==> config.mk <==
export PLATFORM = sky130hd
export DESIGN_NAME = plab5_mcore_debug_server
export DESIGN_NICKNAME = d
export VERILOG_FILES = /design/src/rtl/plab5_mcore_debug_server.sv
export SDC_FILE = /design/constraint.sdc
export NUM_CORES = 1
export LEC_CHECK = 0
export ABC_AREA = 1
export CORE_MARGIN = 3
export CORE_UTILIZATION = 61
export DETAILED_ROUTE_END_ITERATION = 16
export PLACE_DENSITY = 0.81
export SLEW_MARGIN = 40
export SYNTH_ARGS = -nofsm -noshare
export SYNTH_HDL_FRONTEND = slang
export SYNTH_HIERARCHICAL = 1
export SYNTH_SLANG_ARGS = --single-unit
==> constraint.sdc <==
create_clock -name clk -period 2.7 [get_ports clk]
set_input_delay 0.54 -clock clk [delete_from_list [all_inputs] [get_ports clk]]
set_output_delay 0.54 -clock clk [all_outputs]
set_load 0.005 [all_outputs]
==> src/rtl/plab5_mcore_debug_server.sv <==
// Multicore debug server: accepts 6-bit debug commands, snoops per-core
// retire events, and returns one 32-bit response per command.

// Per-core snoop state: retired-instruction counter and last retired type.
module plab5_mcore_debug_server_core #(
  parameter int p_msg_nbits = 32
) (
  input  logic                   clk,
  input  logic                   reset,
  input  logic                   retire_val,
  input  logic [2:0]             retire_type,
  input  logic                   clear,
  output logic [p_msg_nbits-1:0] count,
  output logic [2:0]             last_type
);

  // A clear in the same cycle as a retire wins; the counter wraps naturally.
  always_ff @(posedge clk or posedge reset) begin
    if (reset) begin
      count     <= '0;
      last_type <= '0;
    end else if (clear) begin
      count     <= '0;
      last_type <= '0;
    end else if (retire_val) begin
      count     <= count + 1'b1;
      last_type <= retire_type;
    end
  end

endmodule

module plab5_mcore_debug_server #(
  parameter int p_num_cores = 4,
  parameter int p_cmd_nbits = 6,
  parameter int p_msg_nbits = 32
) (
  input  logic                     clk,
  input  logic                     reset,
  input  logic                     req_val,
  output logic                     req_rdy,
  input  logic [p_cmd_nbits-1:0]   req_cmd,
  output logic                     resp_val,
  input  logic                     resp_rdy,
  output logic [p_msg_nbits-1:0]   resp_msg,
  input  logic [p_num_cores-1:0]   retire_val,
  input  logic [3*p_num_cores-1:0] retire_type
);

  typedef enum logic {IDLE, RESP} state_t;

  state_t state, state_next;

  logic [2:0] op, idx;
  logic       accept, idx_ok;

  logic [p_num_cores-1:0]                  clear;
  logic [p_num_cores-1:0][p_msg_nbits-1:0] count;
  logic [p_num_cores-1:0][2:0]             last_type;

  logic [p_msg_nbits-1:0] sel_count;
  logic [2:0]             sel_type;
  logic [p_msg_nbits-1:0] resp_next;

  assign op      = req_cmd[5:3];
  assign idx     = req_cmd[2:0];
  assign req_rdy = (state == IDLE);
  assign resp_val = (state == RESP);
  assign accept  = req_val && req_rdy;
  assign idx_ok  = (32'(idx) < 32'(p_num_cores));

  // One snoop lane per core; CLEAR only reaches the addressed lane.
  for (genvar i = 0; i < p_num_cores; i++) begin : g_core
    assign clear[i] = accept && (op == 3'd3) && (idx == 3'(i));

    plab5_mcore_debug_server_core #(.p_msg_nbits(p_msg_nbits)) u_core (
      .clk         (clk),
      .reset       (reset),
      .retire_val  (retire_val[i]),
      .retire_type (retire_type[3*i +: 3]),
      .clear       (clear[i]),
      .count       (count[i]),
      .last_type   (last_type[i])
    );
  end

  // Select the addressed core's pre-update state; out-of-range indices read zero.
  always_comb begin
    sel_count = '0;
    sel_type  = '0;
    for (int i = 0; i < p_num_cores; i++) begin
      if (idx == 3'(i)) begin
        sel_count = count[i];
        sel_type  = last_type[i];
      end
    end
  end

  // Response encoding; anything unrecognised or out of range echoes the command.
  always_comb begin
    resp_next = {16'hDEAD, 10'b0, req_cmd};
    if (idx_ok) begin
      case (op)
        3'd0:    resp_next = {16'h0001, 8'(p_num_cores), 5'b0, idx};
        3'd1:    resp_next = {29'b0, sel_type};
        3'd2:    resp_next = sel_count;
        3'd3:    resp_next = '0;
        default: ;
      endcase
    end
  end

  // FSM state register.
  always_ff @(posedge clk or posedge reset) begin
    if (reset) state <= IDLE;
    else       state <= state_next;
  end

  // Next state: accept in IDLE, hold the response until the sink takes it.
  always_comb begin
    state_next = state;
    case (state)
      IDLE:    if (req_val)  state_next = RESP;
      RESP:    if (resp_rdy) state_next = IDLE;
      default: state_next = IDLE;
    endcase
  end

  // Response register, loaded only at the accept edge so it holds under backpressure.
  always_ff @(posedge clk or posedge reset) begin
    if (reset)       resp_msg <= '0;
    else if (accept) resp_msg <= resp_next;
  end

endmodule

Word level (Yosys, flattened, before mapping)
Cells that the tools add are included.
{"block": "classes", "n_bitwise": 1, "shifts": 0, "order_cmp": 1, "reduce_logical": 12, "n_addsub": 4, "muxes": 29, "multipliers": 0, "n_div": 0, "n_eq_ne": 6}
{"op": "$mux 32", "n": 13}
{"op": "$add 32x1->32 const B", "n": 4}
{"op": "$pmux 32 s4", "n": 1}
{"op": "$mux 3", "n": 12}
{"op": "$eq 3x2->1 const B", "n": 4}
{"op": "$reduce_bool 2->1", "n": 4}
{"op": "$eq 3x1->1 const B", "n": 2}
{"op": "$logic_and 1x1->1", "n": 6}
{"op": "$logic_not 3->1", "n": 2}
{"op": "$lt 3x3->1 const B", "n": 1}
{"op": "$mux 1", "n": 2}
{"op": "$pmux 1 s2", "n": 1}
{"op": "$not 1->1", "n": 1}
{"block": "totals", "ff_bits": 173, "mem_count": 0, "wordCells": 63, "ram_bits": 0, "input_bits": 26, "out_inout_bits": 34, "romBits": 0, "latchBits": 0}

Logic depth before layout (Yosys ltp)
Gate-level depths: netlist (run 1).
{"block": "depth", "word_depth": 7, "ltp_mapped": 16, "ltp_nobuf": 13}

Modules after synthesis
Netlist (run 1), hierarchy kept.
{"mod": "plab5_mcore_debug_server_core", "cells_each": 289, "seq_area_each_um2": 875.8, "instances": 4, "area_each_um2": 2040.7}
{"mod": "plab5_mcore_debug_server", "cells_each": 371, "seq_area_each_um2": 825.8, "instances": 1, "area_each_um2": 2474.9}

Worst setup path after synthesis (run 1)
OpenSTA, ideal clock, no wires.
{"block": "synth_timing", "path_kind": "input to register", "start": "input req_cmd[0]", "end": "register g_core[3].u_core.count[24]", "slack_ns": 0.250, "arrival_time_ns": 2.331, "path_stages": 15, "t_required_ns": 2.581, "path_buffers": 4, "setup_ns": 0.119, "cell_sequence": "buf_2 > nand2_2 > nor2_2 > inv_2 > buf_2 > buf_6 > nor2_1 > nor2_2 > buf_6 > nor3_1 > inv_1 > nor2_1 > nand3_1 > nand2_1 > nor2_1"}
{"block": "synth_between", "elab_chain_cells": 3, "elab_cells_between_ends": 4, "cone_classes": "eq/ne (1); mux (1); reduce/logical (2)"}
{"element": "from (decl)", "line": "42", "source": "input logic [p_cmd_nbits-1:0] req_cmd,"}
{"element": "$eq 3x2->1 (*)", "line": "74", "source": "assign clear[i] = accept && (op == 3'd3) && (idx == 3'(i));"}
{"element": "$logic_and 1x1->1 (*)", "line": "74"}
{"element": "net clear[3]", "line": "57", "source": "logic [p_num_cores-1:0] clear;"}
{"element": "$mux 32 or $reduce_bool 2->1 (tied branches)"}
{"element": "to (signal assigned)", "line": "26", "source": "count <= count + 1'b1;"}
{"element": "to (decl)", "line": "13", "source": "output logic [p_msg_nbits-1:0] count,"}
The timed path passes the listed nets; every way through them passes the cells marked *.
A chain may end at the register's enable or synchronous reset.

Worst setup path in the final report (run 1)
{"block": "layout_timing", "start": "input req_val", "end": "register g_core[2].u_core.count[10]"}
{"block": "layout_between", "elab_chain_cells": 4, "elab_cells_between_ends": 5, "cone_classes": "mux (1); reduce/logical (4)"}
{"element": "from (decl)", "line": "40", "source": "input logic req_val,"}
{"element": "$logic_and 1x1->1 (*)", "line": "69", "source": "assign accept = req_val && req_rdy;"}
{"element": "$logic_and 1x1->1 (*) (2 in series)", "line": "74"}
{"element": "net clear[2]", "line": "57"}
{"element": "$mux 32 or $reduce_bool 2->1 (tied branches)"}
{"element": "to (signal assigned)", "line": "26"}
{"element": "to (decl)", "line": "13"}
Marked as above.

==> results of run 1 <==
-- power groups by stage --
stage / Combinational, mW / Clock [mW] / Sequential (mW)
2_1_floorplan: 1.08 / 0 / 3.27
3_3_place_gp: 1.47 / 0 / 3.46
3_5_place_dp: 1.53 / 0 / 3.47
4_1_cts: 1.55 / 2.62 / 3.44
5_1_grt: 1.76 / 2.73 / 3.50
6_report: 1.57 / 2.61 / 3.46
-- worst paths after layout --
| path | start | endpoint | slack, ns | cells past startpoint |
|---|---|---|---|---|
| min in group asynchronous | reset | g_core[0].u_core/count[17] | 0.70 | 3 |
| min reg2reg | g_core[3].u_core/last_type[0] | g_core[3].u_core/last_type[0] | 0.48 | 2 |
| max | req_val | g_core[2].u_core/count[10] | 0.20 | 13 |
| min | g_core[3].u_core/last_type[0] | g_core[3].u_core/last_type[0] | 0.48 | 2 |
| max in group asynchronous | reset | g_core[3].u_core/count[6] | 1.64 | 3 |
| max reg2reg | resp_val | g_core[2].u_core/count[10] | 0.26 | 13 |
-- placed cells by master, fill, tap and decap left out, types with 30 or more instances in the layout --
master,count
sky130_fd_sc_hd__clkdlybuf4s50_1,59
sky130_fd_sc_hd__nand2_1,411
sky130_fd_sc_hd__nand3_1,111
sky130_fd_sc_hd__inv_1,145
sky130_fd_sc_hd__buf_4,56
sky130_fd_sc_hd__a21oi_1,120
sky130_fd_sc_hd__dfrtp_1,173
sky130_fd_sc_hd__o21ai_0,70
sky130_fd_sc_hd__nor2_1,251
sky130_fd_sc_hd__o21ai_1,30
-- state kept, by name (all words and copies together) (netlist names) --
signal	cells
g_core.u_core/count	128
resp_msg	32
g_core.u_core/last_type	12
resp_val	1
-- final cells by class --
class,instances,area (um^2)
Tap cell,220,275
Fill cell,1338,4460
Clock inverter,10,135
Clock buffer,21,480
Multi-Input combinational cell,1164,5510
Sequential cell,173,4330
Inverter,149,559
Timing Repair Buffer,118,1070
-- synthesized netlist by cell type (all sizes together) --
library cell / instances / area [um^2]
nand2: 426 / 1680
nor2: 295 / 1400
dfrtp: 173 / 4330
inv: 149 / 559
a21oi: 120 / 601
nand3: 111 / 556
o21ai: 100 / 500
buf: 30 / 198
nor3: 28 / 151
a22oi: 16 / 120
nand4: 15 / 93.8
nand3b: 12 / 90.1
clkbuf: 11 / 42.5
o211ai: 11 / 82.6
a21o: 10 / 75.1
a211oi: 4 / 30.0
and3: 4 / 25.0
ha: 4 / 50.1
o21bai: 4 / 30.0
or2: 2 / 12.5
nor4: 1 / 6.26
o22ai: 1 / 6.26
-- per-layer routing --
layer	share of wire [%]	GRT usage, %	up-vias
met4	4.3	14.9	0
li1	-	-	5130
met5	0	0	-
met2	43	49.8	627
met3	9.6	6.66	74
met1	43	49.7	5061
-- critical path: cells and delay by family --
kind,cells,cell delay (ns)
AND/OR/NAND/NOR,9,1.41
AO/OA/AOI/OAI,1,0.06
buffers and inverters,3,0.78
-- logic make-up (layout without fill, tap and decap cells) --
logic type	after synthesis	count (layout)
flops	173	173
compound gates	266	266
buf+inv	190	298
fa+ha+maj	4	4
simple gates	894	894
-- per-stage QoR --
stage	utilization (%)	setup slack [ns]
6_report	73.5	0.201
5_1_grt	73.5	0.0258
4_1_cts	73.5	0.318
3_5_place_dp	69.8	-0.115
3_3_place_gp	69.8	-0.0397
2_1_floorplan	-	0.250
==> Implementation_results.wiki, run 1 <==
{| class="wikitable"
! Metric !! Value
|-
| Overall routing resource usage || 34.1%
|-
| Flip-flop and latch count after synthesis || 173
|-
| Number of instances in the synthesized netlist || 1527
|-
| IO Port Bufs || 59
|-
| Antenna Diode Count || 0
|-
| Worst hold path class || register to register
|-
| Number of DRC markers in iteration 0 || 1412
|-
| Count of unique library cells instantiated by Yosys || 34
|-
| Share of cell area taken by muxes after synthesis || 0%
|-
| Resized Gates After CTS || 0
|-
| Buffer levels on the longest clock path || 2
|-
| Routed vias || 10900
|-
| Worst-Margin Slew || 0.648 ns
|-
| Clk Latency, worst-skew pair || 0.43 ns
|-
| Status || complete, no violations
|-
| Clock tree from TritonCTS || done
|-
| Highest achievable clock rate || 400 MHz
|-
| Hold_buf cts || 0
|-
| Standby leakage power || 6.24 nW
|-
| Internal portion of total power || 5.07 mW
|-
| Net count of the mapped netlist || 1557
|-
| Clock transition at the registers of the reported paths || 0.06 ns
|-
| Area fraction in and, or, nand and nor cells after synthesis || 37.7%
|-
| Num ports || 60
|-
| Fraction of the mapped netlist area in compound gates || 13.6%
|-
| Power share of the sequential group || 45.3%
|-
| Max-slew headroom at the worst pin || 56.7%
|-
| Setup TNS || 0 ns
|-
| Final worst clock skew || 0.0116 ns
|-
| Antenna Nets Post-Route || 0
|-
| Maximum number of pins on one net before global-route repair || 38
|-
| DRC violation count after routing || 0
|-
| Standard-cell row count || 47
|-
| Placed Instances || 1824
|-
| Worst-path cell chain || clkdlybuf4s50_1 > nand2_1 > nor2_1 > nand3_1 > buf_4 > nor2_1 > nor2_2 > inv_1 > nand3b_1 > nor2_1 > nand2_1 > nand2_1 > a21oi_1
|-
| Slowest stage cell on the critical path || sky130_fd_sc_hd__clkdlybuf4s50_1
|-
| Power per Cell Area || 618 nW/um^2
|-
| Total iterations of the first detailed-routing run || 6
|-
| Global placement routability congestion || 1.07
|-
| Total congestion overflow || 0
|-
| Area of the die || 19100 um^2
|-
| Number of levels in the clock H-tree || 4
|-
| Root Driver || sky130_fd_sc_hd__clkbuf_16
|-
| Total Wirelength || 32.8 mm
|-
| Die X-Extent || 138 um
|-
| Number of vias per cell after detailed routing || 5.87
|-
| Placed cell area || 11700 um^2
|-
| Worst Path Class, Setup || primary input to register
|-
| # nets final || 1653
|-
| Combined area of all synthesized cells || 10600 um^2
|-
| Count of endpoints failing setup in the final report || 0
|-
| Final worst path period need || 2.50 ns
|-
| Drt wl/cell || 17.7 um
|-
| Critical path required time || 3.00 ns
|-
| Largest driver fanout on the critical path || 5
|-
| Largest family of logic cells by synthesized area || simple AND/OR/NAND/NOR gates
|-
| Placeable core region || 16800 um^2
|-
| Clock share of power || 34.2%
|-
| Cts bufs inserted || 17
|-
| Period utilization || 92.5%
|-
| First-pass GRT wire length || 52.6 mm
|-
| Worst hold slack after final layout || 0.476 ns
|-
| Number of sinks driven by the clock tree || 173
|-
| Antenna violations before repair || 0
|-
| Sequential cell area fraction in the yosys report || 40.7%
|-
| Max IR drop VDD || 0.537 mV
|-
| Psw || 2.57 mW
|-
| Tot Pwr || 7.64 mW
|-
| Share of synthesized cell area in full adder, half adder and majority cells || 0.470%
|-
| Arrival time at the worst endpoint || 2.80 ns
|-
| Type of destination of the critical path || register
|-
| Slew Limit Fails || 0
|-
| Detailed Place HPWL || 24.3 mm
|-
| Share of cells above drive strength 1 || 9.54%
|-
| Final instance area || 12400 um^2
|-
| Highest cell delay on the worst timing path || 0.45 ns
|-
| Starting Density || 63.2%
|-
| Type of origin of the critical path || primary input
|-
| Switching part of the total power || 33.6%
|-
| Unrepaired setup endpoints after global routing || no
|-
| Die Y || 138 um
|-
| Finished Layout Cells || 1855
|-
| Number of max-capacitance violations reported || 0
|-
| Layout Area Growth over Synthesis || 16.2%
|-
| Post CTS Setup Buffer Count || 0
|-
| Hold violation count in the final report || 0
|-
| Combinational share of power || 20.5%
|-
| Via count of the first global-routing pass || 9979
|-
| Xor/xnor cell area share of the yosys netlist || 0%
|-
| Post-Synthesis Mean Instance Area || 6.97 um^2
|-
| Yosys warning total || 6
|}
No activity file was read; power rests on OpenSTA's default activity.
==> run 2, diff against run 1 <==
--- a/config.mk
+++ b/config.mk
@@ -9,7 +9,7 @@
 export CORE_MARGIN = 3
 export CORE_UTILIZATION = 61
 export DETAILED_ROUTE_END_ITERATION = 16
-export PLACE_DENSITY = 0.81
+export PLACE_DENSITY_LB_ADDON = 0.05
 export SLEW_MARGIN = 40
 export SYNTH_ARGS = -nofsm -noshare
 export SYNTH_HDL_FRONTEND = slang
==> Implementation_results.wiki, run 2 (synthesized netlist as in run 1, its figures left out) <==
{| class="wikitable"
! Metric !! Value
|-
| Status || complete, no violations
|-
| Count of endpoints failing setup in the final report || 0
|-
| Place WS || -0.238 ns
|-
| DRC violation count after routing || 0
|-
| Critical path required time || 3.07 ns
|-
| First-pass GRT wire length || 51.6 mm
|-
| Detailed Place HPWL || 23.9 mm
|-
| Standard-cell row count || 47
|-
| Starting Density || 63.2%
|-
| Worst-Margin Slew || 0.553 ns
|-
| Period utilization || 94.9%
|-
| Total iterations of the first detailed-routing run || 8
|-
| Die X-Extent || 138 um
|-
| Top Registers || g_core.u_core/count x128, resp_msg x32, g_core.u_core/last_type x12
|-
| Final worst path period need || 2.56 ns
|-
| Worst setup margin || 0.138 ns
|-
| Number of max-capacitance violations reported || 0
|-
| Buffer levels on the longest clock path || 2
|-
| Standby leakage power || 6.16 nW
|-
| Placed cell area || 11700 um^2
|-
| Final worst clock skew || 0.00926 ns
|-
| Type of destination of the critical path || register
|-
| Highest achievable clock rate || 390 MHz
|-
| Power per Cell Area || 613 nW/um^2
|-
| Worst Path Class, Setup || primary input to register
|-
| Max IR drop VDD || 0.505 mV
|-
| Register with the most flip-flops || g_core.u_core/count
|-
| IO Port Bufs || 59
|-
| Root Driver || sky130_fd_sc_hd__clkbuf_16
|-
| Most used cells in the layout excluding fill and tap cells || sky130_fd_sc_hd__nand2_1, sky130_fd_sc_hd__nor2_1, sky130_fd_sc_hd__dfrtp_1
|-
| Type of origin of the critical path || primary input
|-
| Hold violation count in the final report || 0
|-
| Number of DRC markers in iteration 0 || 1519
|-
| Global placement routability congestion || 1.08
|-
| Maximum number of pins on one net before global-route repair || 38
|-
| Total of fill cells in the finished design || 1449
|-
| Most common cell after layout, fill and taps aside || sky130_fd_sc_hd__nand2_1
|-
| Total congestion overflow || 0
|-
| Number of vias per cell after detailed routing || 5.86
|-
| Clock transition at the registers of the reported paths || 0.07 ns
|-
| Number of sinks driven by the clock tree || 173
|-
| Share of cells above drive strength 1 || 9.05%
|-
| Number of flip-flops under the largest register name || 128
|-
| Clock tree from TritonCTS || done
|-
| Max-slew headroom at the worst pin || 63.1%
|-
| Antenna violations before repair || 2
|-
| Largest driver fanout on the critical path || 5
|-
| Area of the die || 19100 um^2
|-
| Overall routing resource usage || 33.4%
|-
| Die Y || 138 um
|-
| Routed vias || 10800
|-
| Post CTS Setup Buffer Count || 0
|-
| Num ports || 60
|-
| Slew Limit Fails || 0
|-
| Number of levels in the clock H-tree || 4
|-
| Final instance area || 12300 um^2
|-
| Via count of the first global-routing pass || 9886
|-
| Layout Area Growth over Synthesis || 15.3%
|-
| # nets final || 1642
|-
| Unrepaired setup endpoints after global routing || no
|-
| Worst hold path class || register to register
|-
| Antenna Nets Post-Route || 0
|-
| Placeable core region || 16800 um^2
|-
| Drt wl/cell || 17.5 um
|-
| Clk Latency, worst-skew pair || 0.44 ns
|-
| Cts bufs inserted || 17
|-
| Total Wirelength || 32.2 mm
|-
| Arrival time at the worst endpoint || 2.93 ns
|}
run 2: changes by cell type in the layout (fill, tap and decap cells not counted), sizes merged:
cell,delta
buf,-11
inv,+4
clkbuf,-3
clkinvlp,+2
bufinv,-1
clkinv,-1
diode,+1
run 2: final timing paths:
path                              start                          to  slack, ns  cells after the start
setup / recovery                req_val  g_core[2].u_core/count[31]       0.14                     15
hold / removal             resp_msg[20]                resp_msg[20]       0.49                      2
setup reg to reg               resp_val  g_core[2].u_core/count[31]       0.21                     15
hold reg to reg            resp_msg[20]                resp_msg[20]       0.49                      2
max in group asynchronous         reset  g_core[3].u_core/count[15]       1.57                      3
min in group asynchronous         reset                resp_msg[25]       0.76                      3
run 2: power breakdown:
part           internal, mW  total (mW)  switching [mW]  leakage, nW
registers              2.94        3.45           0.504         2.16
clock network          1.40        2.52            1.11        0.284
logic                 0.565        1.55           0.985         3.71
run 2: timing repair:
action                     in CTS  in global routing
gates resized for setup         0                  1
hold buffers                    0                  0
setup endpoints to repair       0                  2
run 2: critical path, stage by stage:
cell	delay (ns)
sky130_fd_sc_hd__clkdlybuf4s50_1	0.45
sky130_fd_sc_hd__nand2_1	0.07
sky130_fd_sc_hd__nor2_1	0.16
sky130_fd_sc_hd__nand3_1	0.20
sky130_fd_sc_hd__buf_4	0.20
sky130_fd_sc_hd__nor2_1	0.23
sky130_fd_sc_hd__nor2_2	0.16
sky130_fd_sc_hd__buf_4	0.18
sky130_fd_sc_hd__nor2_4	0.12
sky130_fd_sc_hd__nand2_1	0.11
sky130_fd_sc_hd__nor2_1	0.20
sky130_fd_sc_hd__nand3_1	0.10
sky130_fd_sc_hd__nand2_1	0.08
sky130_fd_sc_hd__inv_1	0.05
sky130_fd_sc_hd__nor2_1	0.09
run 2: cell type report:
type	count	area, um^2	share of cell area (%)
multi-input combinational	1164	5520	45.0
clock inverter	14	158	1.29
timing repair buffer	107	988	8.06
sequential	173	4330	35.3
tap	220	275	2.24
inverter	149	559	4.56
clock buffer	18	439	3.58
antenna	1	2.50	0.0204
run 2: routing by layer:
metal  GRT usage, %  vias to the layer above  wire, um
li1               -                     5120         -
met1           49.3                     4965     13900
met2           48.0                      645     13800
met3           7.94                       87      3220
met4           12.9                        0      1280
met5              0                        -         0
run 2: per-stage QoR:
stage | util, % | std cells | hold slack (ns) | power [mW] | setup TNS [ns]
finish | 72.9 | 1846 | 0.490 | 7.51 | 0
CTS | 72.9 | 1845 | 0.491 | 7.48 | 0
detailed placement | 69.3 | 1813 | 0.465 | 4.97 | -6.34
global route | 72.9 | 1846 | 0.524 | 7.86 | 0
global placement | 69.3 | 1813 | 0.469 | 4.91 | -3.01
floorplan | - | 1527 | 0.437 | 4.35 | 0
==> run 3, diff against run 2 <==
--- a/config.mk
+++ b/config.mk
@@ -8,9 +8,9 @@
 export ABC_AREA = 1
 export CORE_MARGIN = 3
 export CORE_UTILIZATION = 61
+export CTS_CLUSTER_DIAMETER = 150
 export DETAILED_ROUTE_END_ITERATION = 16
 export PLACE_DENSITY_LB_ADDON = 0.05
-export SLEW_MARGIN = 40
 export SYNTH_ARGS = -nofsm -noshare
 export SYNTH_HDL_FRONTEND = slang
 export SYNTH_HIERARCHICAL = 1
==> constraint.sdc (replaced) <==
create_clock -name clk -period 2.85 [get_ports clk]
set_input_delay 0.57 -clock clk [delete_from_list [all_inputs] [get_ports clk]]
set_output_delay 0.57 -clock clk [all_outputs]
set_load 0.005 [all_outputs]
==> Implementation_results.wiki, run 3 (synthesized netlist as in run 1, its figures left out) <==
{| class="wikitable"
! Metric !! Value
|-
| Max-slew headroom at the worst pin || 56.9%
|-
| Final worst path period need || 2.46 ns
|-
| Period utilization || 86.2%
|-
| Worst hold path class || register to register
|-
| Area of the die || 19100 um^2
|-
| Via count of the first global-routing pass || 10000
|-
| Register with the most flip-flops || g_core.u_core/count
|-
| Count of endpoints failing setup in the final report || 0
|-
| Top Registers || g_core.u_core/count x128, resp_msg x32, g_core.u_core/last_type x12
|-
| Share of cells above drive strength 1 || 8.59%
|-
| Antenna Nets Post-Route || 0
|-
| Antenna Diode Count || 0
|-
| Worst-Margin Slew || 0.645 ns
|-
| Num ports || 60
|-
| Critical path required time || 3.21 ns
|-
| Worst R2R End || g_core[3].u_core/count[12]
|-
| Clock transition at the registers of the reported paths || 0.07 ns
|-
| Placeable core region || 16800 um^2
|-
| First-pass GRT wire length || 52.6 mm
|-
| Layout Area Growth over Synthesis || 14.8%
|-
| Hold violation count in the final report || 0
|-
| Number of flip-flops under the largest register name || 128
|-
| Worst Hold Depth || 2
|-
| Setup TNS || 0 ns
|-
| DRC violation count after routing || 0
|-
| Number of levels in the clock H-tree || 4
|-
| Total congestion overflow || 0
|-
| Die Y || 138 um
|-
| Cts bufs inserted || 17
|-
| Largest driver fanout on the critical path || 7
|-
| Hold endpoint || resp_msg[20]
|-
| Number of sinks driven by the clock tree || 173
|-
| Highest achievable clock rate || 407 MHz
|-
| Slew Limit Fails || 0
|-
| Buffer levels on the longest clock path || 2
|-
| Antenna violations before repair || 0
|-
| Maximum number of pins on one net before global-route repair || 38
|-
| Hold Crit Start || resp_msg[20]
|-
| Clk Latency, worst-skew pair || 0.44 ns
|-
| Critical register-to-register path startpoint || resp_val
|-
| Die X-Extent || 138 um
|-
| Worst hold slack after final layout || 0.491 ns
|-
| Most common cell after layout, fill and taps aside || sky130_fd_sc_hd__nand2_1
|-
| Overall routing resource usage || 34.0%
|-
| Tot Pwr || 7.11 mW
|-
| Final worst clock skew || 0.0107 ns
|-
| Setup slack of the worst register-to-register path || 0.49 ns
|-
| # nets final || 1635
|-
| Type of destination of the critical path || register
|-
| Total iterations of the first detailed-routing run || 6
|-
| Starting Density || 63.2%
|-
| Total Wirelength || 32.4 mm
|-
| Number of max-capacitance violations reported || 0
|-
| Max IR drop VDD || 0.470 mV
|-
| Hold_buf cts || 0
|-
| IO Port Bufs || 59
|-
| Type of origin of the critical path || primary input
|-
| Post CTS Setup Buffer Count || 0
|-
| Root Driver || sky130_fd_sc_hd__clkbuf_16
|-
| Global placement routability congestion || 1.13
|-
| Detailed Place HPWL || 23.7 mm
|-
| Number of vias per cell after detailed routing || 5.94
|-
| Worst Path Class, Setup || primary input to register
|-
| Drt wl/cell || 17.6 um
|-
| Most used cells in the layout excluding fill and tap cells || sky130_fd_sc_hd__nand2_1, sky130_fd_sc_hd__nor2_1, sky130_fd_sc_hd__dfrtp_1
|-
| Resized Gates After CTS || 0
|-
| Power per Cell Area || 582 nW/um^2
|-
| Clock tree from TritonCTS || done
|-
| Standby leakage power || 6.15 nW
|-
| Standard-cell row count || 47
|-
| Routed vias || 10900
|-
| Unrepaired setup endpoints after global routing || no
|-
| Status || complete, no violations
|-
| Depth of the worst register-to-register path || 13
|-
| Arrival time at the worst endpoint || 2.81 ns
|-
| Number of DRC markers in iteration 0 || 1451
|}
run 3: cell types whose count changed in the layout (fill, tap and decap cells not counted):
cell	delta
sky130_fd_sc_hd__buf_4	-7
sky130_fd_sc_hd__clkbuf_8	+2
sky130_fd_sc_hd__clkinv_2	+2
sky130_fd_sc_hd__clkinv_4	+1
sky130_fd_sc_hd__clkinvlp_4	-2
sky130_fd_sc_hd__diode_2	-1
sky130_fd_sc_hd__inv_6	-3
sky130_fd_sc_hd__nor4_1	+1
sky130_fd_sc_hd__nor4_2	-1
run 3: routing by layer:
layer | share of wire [%] | routed length, um | vias to the layer above | global-route usage [%]
li1 | - | - | 5099 | -
met1 | 43 | 14100 | 5106 | 50.6
met2 | 43 | 13900 | 642 | 48.9
met3 | 10 | 3270 | 74 | 6.15
met4 | 3.9 | 1260 | 0 | 14.5
met5 | 0 | 0 | - | 0
run 3: worst max-delay path: stages:
cell and delay, ns:
sky130_fd_sc_hd__clkdlybuf4s50_1 0.45, sky130_fd_sc_hd__nand2_1 0.06, sky130_fd_sc_hd__nor2_1 0.15, sky130_fd_sc_hd__nand3_1 0.19, sky130_fd_sc_hd__buf_4 0.19, sky130_fd_sc_hd__nor2_1 0.19, sky130_fd_sc_hd__nor2_2 0.17, sky130_fd_sc_hd__inv_1 0.12
sky130_fd_sc_hd__nand2_1 0.06, sky130_fd_sc_hd__nor2_1 0.21, sky130_fd_sc_hd__buf_4 0.16, sky130_fd_sc_hd__o21ai_0 0.11, sky130_fd_sc_hd__a21oi_1 0.17
run 3: through the flow:
| stage | cell area, um^2 | utilization [%] | cells | setup slack [ns] |
|---|---|---|---|---|
| finish | 12200 | 72.6 | 1838 | 0.394 |
| global route | 12200 | 72.6 | 1838 | 0.188 |
| CTS | 12200 | 72.6 | 1838 | 0.487 |
| detailed placement | 11600 | 69.0 | 1806 | 0.0388 |
| global placement | 11600 | 69.0 | 1806 | 0.0741 |
| floorplan | 10600 | - | 1527 | 0.370 |
run 3: cell type report:
class | count | area, um^2
Timing Repair Buffer | 100 | 936
Fill cell | 1369 | 4610
Clock buffer | 20 | 467
Sequential cell | 173 | 4330
Inverter | 149 | 559
Multi-Input combinational cell | 1164 | 5510
Clock inverter | 12 | 135
Tap cell | 220 | 275
run 3: how the worst max path moves through the flow:
stage	start	endpoint	depth (start not counted)
floorplan	req_cmd[0]	g_core[3].u_core/count[24]	15
global placement	req_val	g_core[2].u_core/count[22]	13
detailed placement	req_val	g_core[3].u_core/count[18]	13
CTS	req_val	g_core[1].u_core/count[14]	11
global route	req_val	g_core[0].u_core/count[31]	15
finish	req_val	g_core[3].u_core/count[12]	13
run 3: where the power goes:
part	internal (mW)	switching, mW	leakage [nW]
Combinational	0.527	0.929	3.69
Sequential	2.79	0.478	2.16
Clock	1.37	1.02	0.297
Total	4.68	2.43	6.15
